--- config.mk ---
export PLATFORM = sky130hd
export DESIGN_NAME = first_one_scanner
export DESIGN_NICKNAME = d
export VERILOG_FILES = /design/src/rtl/first_one_scanner.sv
export SDC_FILE = /design/constraint.sdc
export NUM_CORES = 1
export LEC_CHECK = 0
export CORE_ASPECT_RATIO = 0.8
export CORE_MARGIN = 2
export CORE_UTILIZATION = 67
export DETAILED_ROUTE_END_ITERATION = 12
export DONT_BUFFER_PORTS = 1
export GPL_TIMING_DRIVEN = 0
export PLACE_DENSITY_LB_ADDON = 0.2
export SYNTH_ARGS = -nofsm -noshare
export SYNTH_HDL_FRONTEND = slang
export SYNTH_SLANG_ARGS = --single-unit
--- constraint.sdc ---
create_clock -name clk -period 4.3 [get_ports clk]
set_clock_uncertainty 0.05 [all_clocks]
set_input_delay 0.645 -clock clk [delete_from_list [all_inputs] [get_ports clk]]
set_output_delay 0.645 -clock clk [all_outputs]
set_load 0.005 [all_outputs]
--- src/rtl/first_one_scanner.sv ---
// Serialises a WIDTH-bit vector into a stream of set-bit indices, one per cycle,
// in LSB-first or MSB-first order chosen per vector.
module first_one_scanner #(
    parameter int WIDTH = 16,
    localparam int IDX_W = $clog2(WIDTH)
) (
    input  logic             clk,
    input  logic             rst_n,
    input  logic             abort,
    input  logic             in_valid,
    output logic             in_ready,
    input  logic [WIDTH-1:0] in_vec,
    input  logic             in_dir,
    output logic             out_valid,
    input  logic             out_ready,
    output logic [IDX_W-1:0] out_idx,
    output logic [IDX_W:0]   out_cnt,
    output logic             out_last,
    output logic             out_none
);

    typedef enum logic {
        S_IDLE = 1'b0,
        S_SCAN = 1'b1
    } state_t;

    state_t           r_state;
    logic [WIDTH-1:0] r_work;
    logic             r_dir;
    logic [IDX_W:0]   r_cnt;

    logic [IDX_W-1:0] w_lo_idx;
    logic [IDX_W-1:0] w_hi_idx;
    logic [WIDTH-1:0] w_clear;
    logic             w_accept;
    logic             w_beat;

    // Priority scans: the last assignment in each loop wins, giving the
    // lowest set bit for the descending loop and the highest for the ascending one.
    always_comb begin
        w_lo_idx = '0;
        for (int i = WIDTH - 1; i >= 0; i--) begin
            if (r_work[i]) w_lo_idx = IDX_W'(i);
        end
    end

    always_comb begin
        w_hi_idx = '0;
        for (int i = 0; i < WIDTH; i++) begin
            if (r_work[i]) w_hi_idx = IDX_W'(i);
        end
    end

    // Outputs depend only on registered state (and rst_n/abort for the
    // handshake qualifiers); out_ready never reaches an output combinationally.
    assign out_idx   = r_dir ? w_hi_idx : w_lo_idx;
    assign out_none  = (r_work == '0);
    assign out_last  = ((r_work & (r_work - WIDTH'(1))) == '0);
    assign out_cnt   = r_cnt;
    assign out_valid = rst_n && (r_state == S_SCAN);
    assign in_ready  = rst_n && (r_state == S_IDLE) && !abort;

    assign w_clear  = WIDTH'(1) << out_idx;
    assign w_accept = in_valid && in_ready;
    assign w_beat   = out_valid && out_ready;

    always_ff @(posedge clk) begin
        if (!rst_n) begin
            r_state <= S_IDLE;
            r_work  <= '0;
            r_dir   <= 1'b0;
            r_cnt   <= '0;
        end else begin
            case (r_state)
                S_IDLE: begin
                    if (w_accept) begin
                        r_state <= S_SCAN;
                        r_work  <= in_vec;
                        r_dir   <= in_dir;
                        r_cnt   <= '0;
                    end
                end
                S_SCAN: begin
                    if (abort) begin
                        r_state <= S_IDLE;
                        r_work  <= '0;
                        r_cnt   <= '0;
                    end else if (w_beat) begin
                        r_work <= r_work & ~w_clear;
                        r_cnt  <= r_cnt + (IDX_W + 1)'(1);
                        if (out_last) r_state <= S_IDLE;
                    end
                end
                default: r_state <= S_IDLE;
            endcase
        end
    end

endmodule

* Word level (Yosys, flattened, before mapping)
Cells that the tools add are included.
W data, S select, Z words.
** Storage, ports and cells
- Register bits after elaboration :: 23
- Input bits :: 22
- Output and inout port bits :: 13
- Word-level logic and storage cells :: 68
** Cells by class
- Add/subtract/negate cells :: 2
- Eq/ne operators :: 2
- Shifts and indexed selects :: 1
- Multiplexer cells :: 45
- Bitwise operators :: 4
- Reduce and logical (&&, ||, !) cells :: 10
** Operator list (count)
- $mux W4 :: 31
- $mux W16 :: 3
- $and A16 B16 Y16 :: 2
- $logic_not A16 Y1 :: 2
- $pmux W16 S2 :: 1
- $not A16 Y16 :: 1
- $shl A1 B4 Y16 const A :: 1
- $sub A16 B1 Y16 const B :: 1
- $mux W5 :: 3
- $pmux W5 S2 :: 1
- $add A5 B1 Y5 const B :: 1
- $logic_and A1 B1 Y1 :: 5
- $mux W1 :: 5
- $reduce_and A2 Y1 :: 2
- $ne A3 B2 Y1 const B :: 1
- $ne A2 B2 Y1 const B :: 1
- $pmux W1 S2 :: 1
- $logic_not A1 Y1 :: 1
- $not A1 Y1 :: 1

* Depth between registers and ports, before layout
Gate-level depths: netlist of the first run.
- Depth in word-level cells :: 23
- Gate-level depth with buffers :: 9
- Mapped depth without buffers :: 7

* Least setup slack after synthesis of the first run
No wires, ideal clock.
- Path type :: register to output
- Start :: register r_work[8]
- End :: output port out_last
- Arrival :: 1688 ps
- Path slack :: 1917 ps
- Cell stages (with the launch flop) :: 7
- Buffers on the path :: 2
- Cell sequence :: dfxtp_1 > buf_6 > or4_4 > buf_6 > o31ai_4 > o2111ai_1 > nor4_2
** On the way
- Cells in the longest elaborated chain, start to end :: 3
** Ends and longest elaborated chain
- from (decl) :: RTL line 28 : logic [WIDTH-1:0] r_work;
- from (signal assigned) :: RTL line 78 : r_work <= in_vec;
- from (signal assigned) :: RTL line 89 : r_work <= r_work & ~w_clear;
- $sub A16 B1 Y16 :: RTL line 58 : assign out_last = ((r_work & (r_work - WIDTH'(1))) == '0);
- $and A16 B16 Y16 * :: RTL line 58
- $logic_not A16 Y1 * :: RTL line 58
- to (decl) :: RTL line 18 : output logic out_last,
Every way passes the cells marked *; elsewhere a longest branch is shown, timed or not.

* Final worst setup path of the first run
- Start :: register r_work[2]
- End :: output port out_last
Same word-level chain as after synthesis.

==> impl_metrics.csv, run 1 <==
group,metric,value,unit
setup_path,slowest_stage,"nor4_1",
outcome,status,"complete, no violations",
cts,cts_buffers,3,
cts,cts_num_sinks,23,
floorplan,die_area,2720,um^2
pwr,p_int,318,uW
synth,synth_area_per_cell,7.69,um^2
place,hpwlAfterDp,3180,um
setup_path,path_cells,"clkbuf_1 > nor4_1 > nand2_1 > o31ai_4 > o2111ai_1 > nor4_2",
place,gp_congestion,0.971,
setup_path,cpPeakStageDelay,0.42,ns
synth,synth_cell_types,51,
finish,final_common_cell,"dfxtp_1",
cts,cts_setup_buffers,0,
synth,yosys_register_bits,23,
timing,drv_slew,0,
grt,grt_util_all_layers,34.2,%
timing,final_hold_viol_count,0,
floorplan,core_area,2180,um^2
floorplan,fp-row-count,15,
finish,fin_nets,230,
finish,antenna_cells,0,
synth,syn_inst,202,
place,pre_cts_slack,1.69,ns
worst_hold_path,hold_class,"in2reg",
pwr,power_density,319,nW/um^2
grt,overflow,0,
cts,clkTransAtPathRegs,0.14,ns
pwr,max-vdd-ir-drop,0.000282,V
finish,area_growth,3.95,%
cts,cts_max_path_buffers,2,
setup_path,cp_max_fo,10,
finish,layout.cells.non_filler,231,
floorplan,die_w,57.8,um
setup_path,startpoint_type,"register",
finish,fin_util,74.2,%
place,placed_area,1590,um^2
synth,yosysWarningCount,0,
routing,vias,1678,
synth,syn-num-nets,225,
timing,finalCriticalPeriod,2.99,ns
timing,slew_headroom,63.4,%
routing,ant_nets,0,
routing,wl_per_cell,18.9,um
pwr,p_leak,0.544,nW
place,port_buffers,0,
finish,stdcell_area,1620,um^2
timing,setup_tns,0,ns
floorplan,start_util,71.4,%
grt,grt_pass1_vias,1473,
floorplan,floorplan.die.height,47.1,um
worst_hold_path,hp-start,"out_ready",
grt,grt_pass1_wl,6950,um
pwr,p_sw,197,uW
synth,ys_seq_area_share,29.6,%
job,drv_cap,0,
synth,synth.area.top_cells,"dfxtp_1, a32oi_1, o21ai_1, nor2_1, a21oi_1",
setup_path,worst-setup-path-type,"reg2out",
routing,viasPerCell,7.26,
pwr,p_clk_share,21.3,%
pwr,comb_power_share,33.5,%
grt,grt_max_degree,15,
synth,synth-main-ff-cell,"dfxtp_1",
cts,cts-resized-gates,0,
pwr,totalPowerFinal,515,uW
setup_path,r2r-start,"r_work[13]",
timing,max_freq,334,MHz
routing,wl,4370,um
timing,worst_slew_pin_slew,0.549,ns
cts,htree_levels,1,
routing,dr.pass1.iters,5,
place,placedCellCount,227,
routing,drt_iter0_drc,153,
cts,worstSkewPairLatency,0.34,ns
grt,antenna_found_initial,0,
pwr,seq_power_share,45.1,%
setup_path,crit_path_start,"r_work[2]",
timing,setup_viol,0,
cts,cts-root-buf,"clkbuf_4",
synth,synth-edff-count,0,
timing,holdWs,0.345,ns
finish,drive_above_1_share,10.2,%
floorplan,io-pin-count,35,
synth,async_reset_ff_share,0,%
synth,yosysTopAreaCell,"dfxtp_1",
setup_path,end_kind,"output pin",
synth,synth_top_area_share,29.6,%
cts,cts_tree,"done",
setup_path,cp.required,3.61,ns
pwr,switching_share,38.2,%
timing,post-route-worst-setup-slack,1.31,ns
synth,synth_area,1550,um^2
cts,hold_buffers,0,
timing,rsz0062_at_grt,"no",
routing,drc,0,
setup_path,arrival,2.30,ns
timing,fin_crit_sh,69.6,%
finish,final_cell_mix,"dfxtp_1, o21ai_1, nor2_1",
critical path, delay by kind of cell (launching register included):
kind / cells / cell delay, ns
compound gates: 2 / 0.39
flops: 1 / 0.34
buf+inv: 1 / 0.21
simple gates: 3 / 1.04
power groups by stage:
stage               Clock [mW]  Sequential (mW)  Combinational (mW)
floorplan                    0            0.234               0.133
global placement             0            0.236               0.160
detailed placement           0            0.237               0.167
CTS                      0.110            0.232               0.168
global route             0.117            0.234               0.188
finish                   0.110            0.233               0.173
worst paths after layout:
path	to	slack (ns)	cells past startpoint
setup reg to reg	r_work[1]	1.86	8
hold reg to reg	out_cnt[4]	0.51	2
hold / removal	r_state	0.34	1
setup / recovery	out_last	1.31	6
kinds of logic (layout without fill, tap and decap cells):
group / Yosys count / count (layout) / synth area share, %
AOI/OAI and AO/OA: 75 / 75 / 33.4
xor gates and xnor gates: 4 / 4 / 2.25
adders and majority gates: 2 / 2 / 1.45
buffers and inverters: 31 / 35 / 8.78
DFF: 23 / 23 / 29.6
muxes: 2 / 2 / 1.29
and+or+nand+nor: 65 / 65 / 23.2
metal layers:
metal,global-route usage [%],share of wire [%]
met2,52.7,45
met4,13.0,2.3
met3,9.09,12
met5,0,0
met1,46.6,41
flip-flops by register name (all words and copies together) (netlist names):
| register | flops |
|---|---|
| r_work | 16 |
| r_state | 1 |
| out_cnt | 5 |
| r_dir | 1 |
area by class of cell:
class                      count  area (um^2)
clock buffer                   3         22.5
clock inverter                 1         7.51
buffer                        17         83.8
fill                         172          562
sequential                    23          460
tap                           25         31.3
inverter                      14         52.6
multi-input combinational    148          957
cell usage after synthesis (2+ instances only):
| cell type | n |
|---|---|
| a221oi_1 | 2 |
| nor4_2 | 2 |
| dfxtp_1 | 23 |
| o41ai_1 | 2 |
| buf_6 | 2 |
| clkbuf_1 | 11 |
| nor4_1 | 3 |
| nand3_1 | 2 |
| o22ai_1 | 2 |
| nand2b_1 | 3 |
| inv_2 | 2 |
| inv_1 | 12 |
| nand2_1 | 12 |
| nor2b_1 | 3 |
| o21ai_0 | 6 |
| a21oi_1 | 11 |
| a32oi_1 | 13 |
| or4_1 | 2 |
| mux2i_1 | 2 |
| buf_2 | 4 |
| and2_1 | 3 |
| o21ai_1 | 20 |
| nor3_1 | 7 |
| nor2_1 | 17 |
| nor3b_1 | 2 |
| nand4_1 | 2 |
| xor2_1 | 3 |
| a22oi_1 | 5 |
| or4_4 | 2 |
(Power assumes the default switching activity.)
==> run 2, diff against run 1 <==
--- a/config.mk
+++ b/config.mk
@@ -7,7 +7,7 @@
 export LEC_CHECK = 0
 export CORE_ASPECT_RATIO = 0.8
 export CORE_MARGIN = 2
-export CORE_UTILIZATION = 67
+export CORE_UTILIZATION = 56
 export DETAILED_ROUTE_END_ITERATION = 12
 export DONT_BUFFER_PORTS = 1
 export GPL_TIMING_DRIVEN = 0
==> constraint.sdc (replaced) <==
create_clock -name clk -period 2.6 [get_ports clk]
set_clock_uncertainty 0.05 [all_clocks]
set_input_delay 0.39 -clock clk [delete_from_list [all_inputs] [get_ports clk]]
set_output_delay 0.39 -clock clk [all_outputs]
set_load 0.005 [all_outputs]
==> impl_metrics.csv, run 2 (same netlist as run 1, synthesis figures left out) <==
group,metric,value,unit
outcome,status,"complete, no violations",
setup_path,cpPeakStageDelay,0.53,ns
grt,grt_pass1_vias,1469,
routing,wl_per_cell,18.2,um
setup_path,worstRegToRegCells,6,
timing,slew_headroom,69.0,%
finish,largest_reg_flops,16,
setup_path,arrival,2.10,ns
finish,area_growth,11.4,%
setup_path,startpoint_type,"register",
cts,hold_buffers,0,
finish,drive_above_1_share,18.4,%
finish,fillerInstances,239,
setup_path,end_kind,"output pin",
grt,grt_max_degree,15,
timing,post-route-worst-setup-slack,0.0575,ns
finish,fin_nets,231,
finish,final_cell_mix,"o21ai_1, dfxtp_1, nor2_1",
pwr,power_density,519,nW/um^2
floorplan,die_w,62.9,um
grt,grt_pass1_wl,7090,um
floorplan,floorplan.die.height,51.1,um
finish,multi_input_area,1020,um^2
job,drv_cap,0,
routing,wl,4470,um
place,port_buffers,0,
finish,largest-register,"r_work",
setup_path,path_cells,"buf_6 > or4_4 > o41ai_2 > o21ai_1 > nor4_4",
floorplan,start_util,57.5,%
routing,drt_iter0_drc,148,
finish,antenna_cells,0,
finish,final_common_cell,"o21ai_1",
timing,fin_crit_sh,97.8,%
timing,setup_viol,0,
grt,overflow,0,
routing,drc,0,
routing,dr.pass1.iters,5,
pwr,totalPowerFinal,899,uW
place,gp_congestion,0.971,
timing,max_freq,393,MHz
timing,setup_tns,0,ns
timing,finalCriticalPeriod,2.54,ns
worst_hold_path,hold_depth,1,
floorplan,io-pin-count,35,
floorplan,core_area,2700,um^2
floorplan,fp-row-count,17,
floorplan,die_area,3210,um^2
timing,rsz0062_at_grt,"yes",
grt,grt_util_all_layers,28.1,%
grt,antenna_found_initial,0,
setup_path,worst-setup-path-type,"reg2out",
place,placed_area,1600,um^2
cts,clkTransAtPathRegs,0.14,ns
pwr,p_leak,0.595,nW
finish,regArea,467,um^2
pwr,max-vdd-ir-drop,0.000378,V
setup_path,cp.required,2.16,ns
cts,cts_num_sinks,23,
setup_path,slowest_stage,"or4_4",
routing,vias,1641,
timing,holdWs,0.0870,ns
cts,cts_max_path_buffers,2,
place,pre_cts_slack,0.232,ns
place,hpwlAfterDp,3210,um
cts,worstSkewPairLatency,0.33,ns
setup_path,cp_max_fo,10,
timing,final_hold_viol_count,0,
finish,stdcell_area,1730,um^2
timing,worst_slew_pin_slew,0.453,ns
routing,ant_nets,0,
cts,cts_buffers,3,
routing,viasPerCell,6.70,
worst_hold_path,hold_class,"in2reg",
cts,cts_tree,"done",
cts,cts-root-buf,"clkbuf_4",
timing,drv_slew,0,
cts,htree_levels,1,
-- run 2: changes by cell type in the layout (fill, tap and decap cells not counted), moves of 2 or more --
cell	previous run	this run
nor3_1	7	5
dfxtp_1	23	18
nor4_4	0	3
clkbuf_1	11	6
nor4_2	2	0
dfxtp_2	0	5
buf_4	0	6
-- run 2: repair_timing --
item	4_1_cts	5_1_grt
endpoints found under the setup margin	1	2
endpoints found under the hold margin	0	0
pin swaps	7	2
resized for setup	11	9
buffers inserted	6	0
gates cloned	0	0
-- run 2: final timing paths --
| path | from | to | slack [ns] |
|---|---|---|---|
| setup / recovery | r_work[8] | out_last | 0.06 |
| hold / removal | out_ready | r_state | 0.09 |
| setup reg to reg | r_work[12] | r_work[0] | 0.32 |
| hold reg to reg | r_work[10] | r_work[10] | 0.49 |
-- run 2: layer usage --
layer	GRT usage, %	vias to the layer above	share of wire [%]
met1	37.6	768	43
met5	0	-	0
met4	7.78	0	1.7
met2	43.8	95	45
met3	8.81	11	10
li1	-	767	-
-- run 2: cell type report --
class                           count  area share (%)
Buffer                             12            3.90
Clock buffer                        3            1.30
Clock inverter                      1           0.434
Inverter                           14            3.03
Multi-Input combinational cell    148            59.0
Sequential cell                    23            27.0
Tap cell                           38            2.75
Timing Repair Buffer                6            2.60
-- run 2: through the flow --
step | std cells | utilization [%]
final | 245 | 64.1
after floorplan | 202 | -
after global placement | 240 | 59.3
after global routing | 245 | 64.1
after CTS | 247 | 63.4
after detailed placement | 240 | 59.3
-- run 2: power by group --
group          leakage [nW]  internal (mW)  switching [mW]
registers             0.189          0.369          0.0279
clock network        0.0139         0.0591           0.127
logic                 0.392          0.127           0.189
total                 0.595          0.555           0.344
-- run 2: worst max-delay path: cells and delay by family (launching register included) --
kind / cells / cell delay [ns]
buffers and inverters: 1 / 0.14
and+or+nand+nor: 2 / 0.90
DFF: 1 / 0.34
AOI/OAI and AO/OA: 2 / 0.38
==> run 3, diff against run 2 <==
--- a/config.mk
+++ b/config.mk
@@ -5,9 +5,10 @@
 export SDC_FILE = /design/constraint.sdc
 export NUM_CORES = 1
 export LEC_CHECK = 0
+export ABC_AREA = 1
 export CORE_ASPECT_RATIO = 0.8
 export CORE_MARGIN = 2
-export CORE_UTILIZATION = 56
+export CORE_UTILIZATION = 57
 export DETAILED_ROUTE_END_ITERATION = 12
 export DONT_BUFFER_PORTS = 1
 export GPL_TIMING_DRIVEN = 0
==> impl_metrics.csv, run 3 <==
group,metric,value,unit
finish,final_cell_mix,"nand2_1, a21oi_1, o21ai_0",
place,port_buffers,0,
synth,synth_area,1710,um^2
routing,viasPerCell,5.90,
timing,post-route-worst-setup-slack,0.161,ns
synth,synth_top_area_share,26.9,%
routing,ant_nets,0,
pwr,totalPowerFinal,1.06,mW
setup_path,cp_max_fo,5,
floorplan,floorplan.die.height,53.0,um
setup_path,end_kind,"output pin",
timing,setup_viol,0,
finish,antenna_cells,0,
setup_path,slowest_stage,"dfxtp_1",
floorplan,core_area,2810,um^2
setup_path,startpoint_type,"register",
synth,async_reset_ff_share,0,%
synth,synth.area.top_cells,"dfxtp_1, a21oi_1, nand2_1, o21ai_0, inv_1",
outcome,status,"complete, no violations",
finish,fin_nets,301,
worst_hold_path,hold_class,"in2reg",
place,gp_congestion,0.929,
finish,final_common_cell,"nand2_1",
timing,max_freq,410,MHz
floorplan,die_w,65.2,um
timing,fin_crit_sh,93.8,%
timing,setup_tns,0,ns
synth,syn-num-nets,296,
setup_path,cp.required,2.16,ns
cts,cts_num_sinks,23,
routing,wl_per_cell,14.8,um
place,hpwlAfterDp,3550,um
timing,finalCriticalPeriod,2.44,ns
grt,grt_pass1_wl,7530,um
cts,cts_tree,"done",
setup_path,arrival,2.00,ns
cts,cts_max_path_buffers,2,
worst_hold_path,hold_depth,3,
finish,largest-register,"r_work",
setup_path,worst-setup-path-type,"reg2out",
routing,drt_iter0_drc,97,
routing,vias,1858,
place,pre_cts_slack,0.399,ns
pwr,seq_power_share,38.3,%
pwr,p_leak,0.742,nW
finish,largest_reg_flops,16,
timing,final_hold_viol_count,0,
timing,worst_slew_pin_slew,0.467,ns
synth,synth-edff-count,0,
routing,wl,4660,um
pwr,switching_share,43.0,%
setup_path,worstRegToRegCells,11,
routing,dr.pass1.iters,5,
cts,worstSkewPairLatency,0.27,ns
pwr,p_int,606,uW
floorplan,fp-row-count,17,
pwr,max-vdd-ir-drop,0.000343,V
grt,overflow,0,
setup_path,cpPeakStageDelay,0.39,ns
pwr,comb_power_share,40.3,%
timing,holdWs,0.261,ns
timing,drv_slew,0,
setup_path,path_cells,"nor2_2 > inv_2 > nor2_4 > inv_2 > nor2_8 > inv_4 > nor2_8 > a31oi_1 > nor4_1 > nand3_1 > inv_1",
synth,synth_common_cells,"nand2_1, a21oi_1, o21ai_0",
cts,cts_buffers,3,
synth,syn_inst,273,
pwr,power_density,585,nW/um^2
pwr,p_sw,458,uW
timing,slew_headroom,68.8,%
job,drv_cap,0,
grt,antenna_found_initial,0,
synth,ys_seq_area_share,26.9,%
cts,hold_buffers,0,
floorplan,io-pin-count,35,
grt,grt_pass1_vias,1628,
cts,cts-root-buf,"clkbuf_8",
synth,yosysMostFrequentCell,"nand2_1",
synth,yosysWarningCount,0,
synth,yosys_register_bits,23,
cts,cts_setup_buffers,0,
finish,drive_above_1_share,10.5,%
timing,rsz0062_at_grt,"no",
synth,synth-main-ff-cell,"dfxtp_1",
synth,synth_area_per_cell,6.27,um^2
grt,grt_util_all_layers,28.9,%
pwr,p_clk_share,21.5,%
routing,drc,0,
finish,area_growth,6.29,%
synth,yosysTopAreaCell,"dfxtp_1",
floorplan,die_area,3460,um^2
floorplan,start_util,60.9,%
grt,grt_max_degree,14,
cts,htree_levels,1,
cts,clkTransAtPathRegs,0.09,ns
synth,synth_cell_types,30,
-- run 3: cell count changes after synthesis, sizes merged, moves of 4 or more --
cell | before | now
o21bai | 1 | 8
inv | 14 | 33
nand4 | 2 | 12
buf | 6 | 0
a21oi | 11 | 46
a32oi | 13 | 0
clkbuf | 11 | 7
nor2 | 17 | 31
o21ai | 26 | 34
nand2 | 12 | 56
a22oi | 5 | 0
or4 | 4 | 0
-- run 3: worst paths after layout --
check                             endpoint  slack, ns       start
worst max-delay path              out_last       0.16   r_work[0]
worst min-delay path            out_cnt[4]       0.26       abort
worst max register to register  r_work[10]       0.56  r_work[14]
worst min register to register  out_cnt[4]       0.47  out_cnt[4]
-- run 3: timing repair --
action	4_1_cts	5_1_grt
resized for setup	0	4
endpoints found under the setup margin	0	1
hold endpoints to repair	0	0
-- run 3: logic make-up (layout without fill, tap and decap cells) --
group	after synthesis	in the layout	synth area share, %
adder cells (fa/ha/maj)	1	1	0.731
XOR/XNOR	1	1	0.512
AO/OA/AOI/OAI	92	92	30.7
flip-flops	23	23	26.9
AND/OR/NAND/NOR	114	114	31.7
buffers and inverters	42	46	9.36
-- run 3: layout make-up --
cell class | count | area [um^2]
Tap cell | 38 | 47.5
Sequential cell | 23 | 460
Inverter | 35 | 134
Clock buffer | 3 | 41.3
Multi-Input combinational cell | 208 | 1100
Fill cell | 294 | 990
Clock inverter | 1 | 5.00
Buffer | 7 | 26.3
-- run 3: metrics by stage --
step / cell area (um^2) / instances / utilization, %
2_1_floorplan: 1710 / 273 / -
3_3_place_gp: 1760 / 311 / 62.6
3_5_place_dp: 1760 / 311 / 62.6
4_1_cts: 1800 / 315 / 64.3
5_1_grt: 1820 / 315 / 64.8
6_report: 1820 / 315 / 64.8
-- run 3: worst max-delay path: cells and delay by family (launching register included) --
kind | cells | cell delay [ns]
compound gates | 1 | 0.08
simple gates | 6 | 0.94
buf+inv | 4 | 0.32
flops | 1 | 0.39
-- run 3: metal layers --
metal | up-vias | GRT usage [%] | share of wire (%) | routed length, um
li1 | 935 | - | - | -
met1 | 834 | 41.0 | 45 | 2110
met2 | 82 | 45.2 | 45 | 2090
met3 | 7 | 4.04 | 8.7 | 405
met4 | 0 | 9.72 | 1.0 | 48
met5 | - | 0 | 0 | 0
-- run 3: power by group through the flow --
| stage | combinational [mW] | clock, mW | sequential [mW] |
|---|---|---|---|
| after floorplan | 0.333 | 0 | 0.403 |
| after global placement | 0.411 | 0 | 0.412 |
| after detailed placement | 0.416 | 0 | 0.412 |
| after CTS | 0.418 | 0.226 | 0.404 |
| after global routing | 0.477 | 0.244 | 0.410 |
| final | 0.428 | 0.228 | 0.407 |
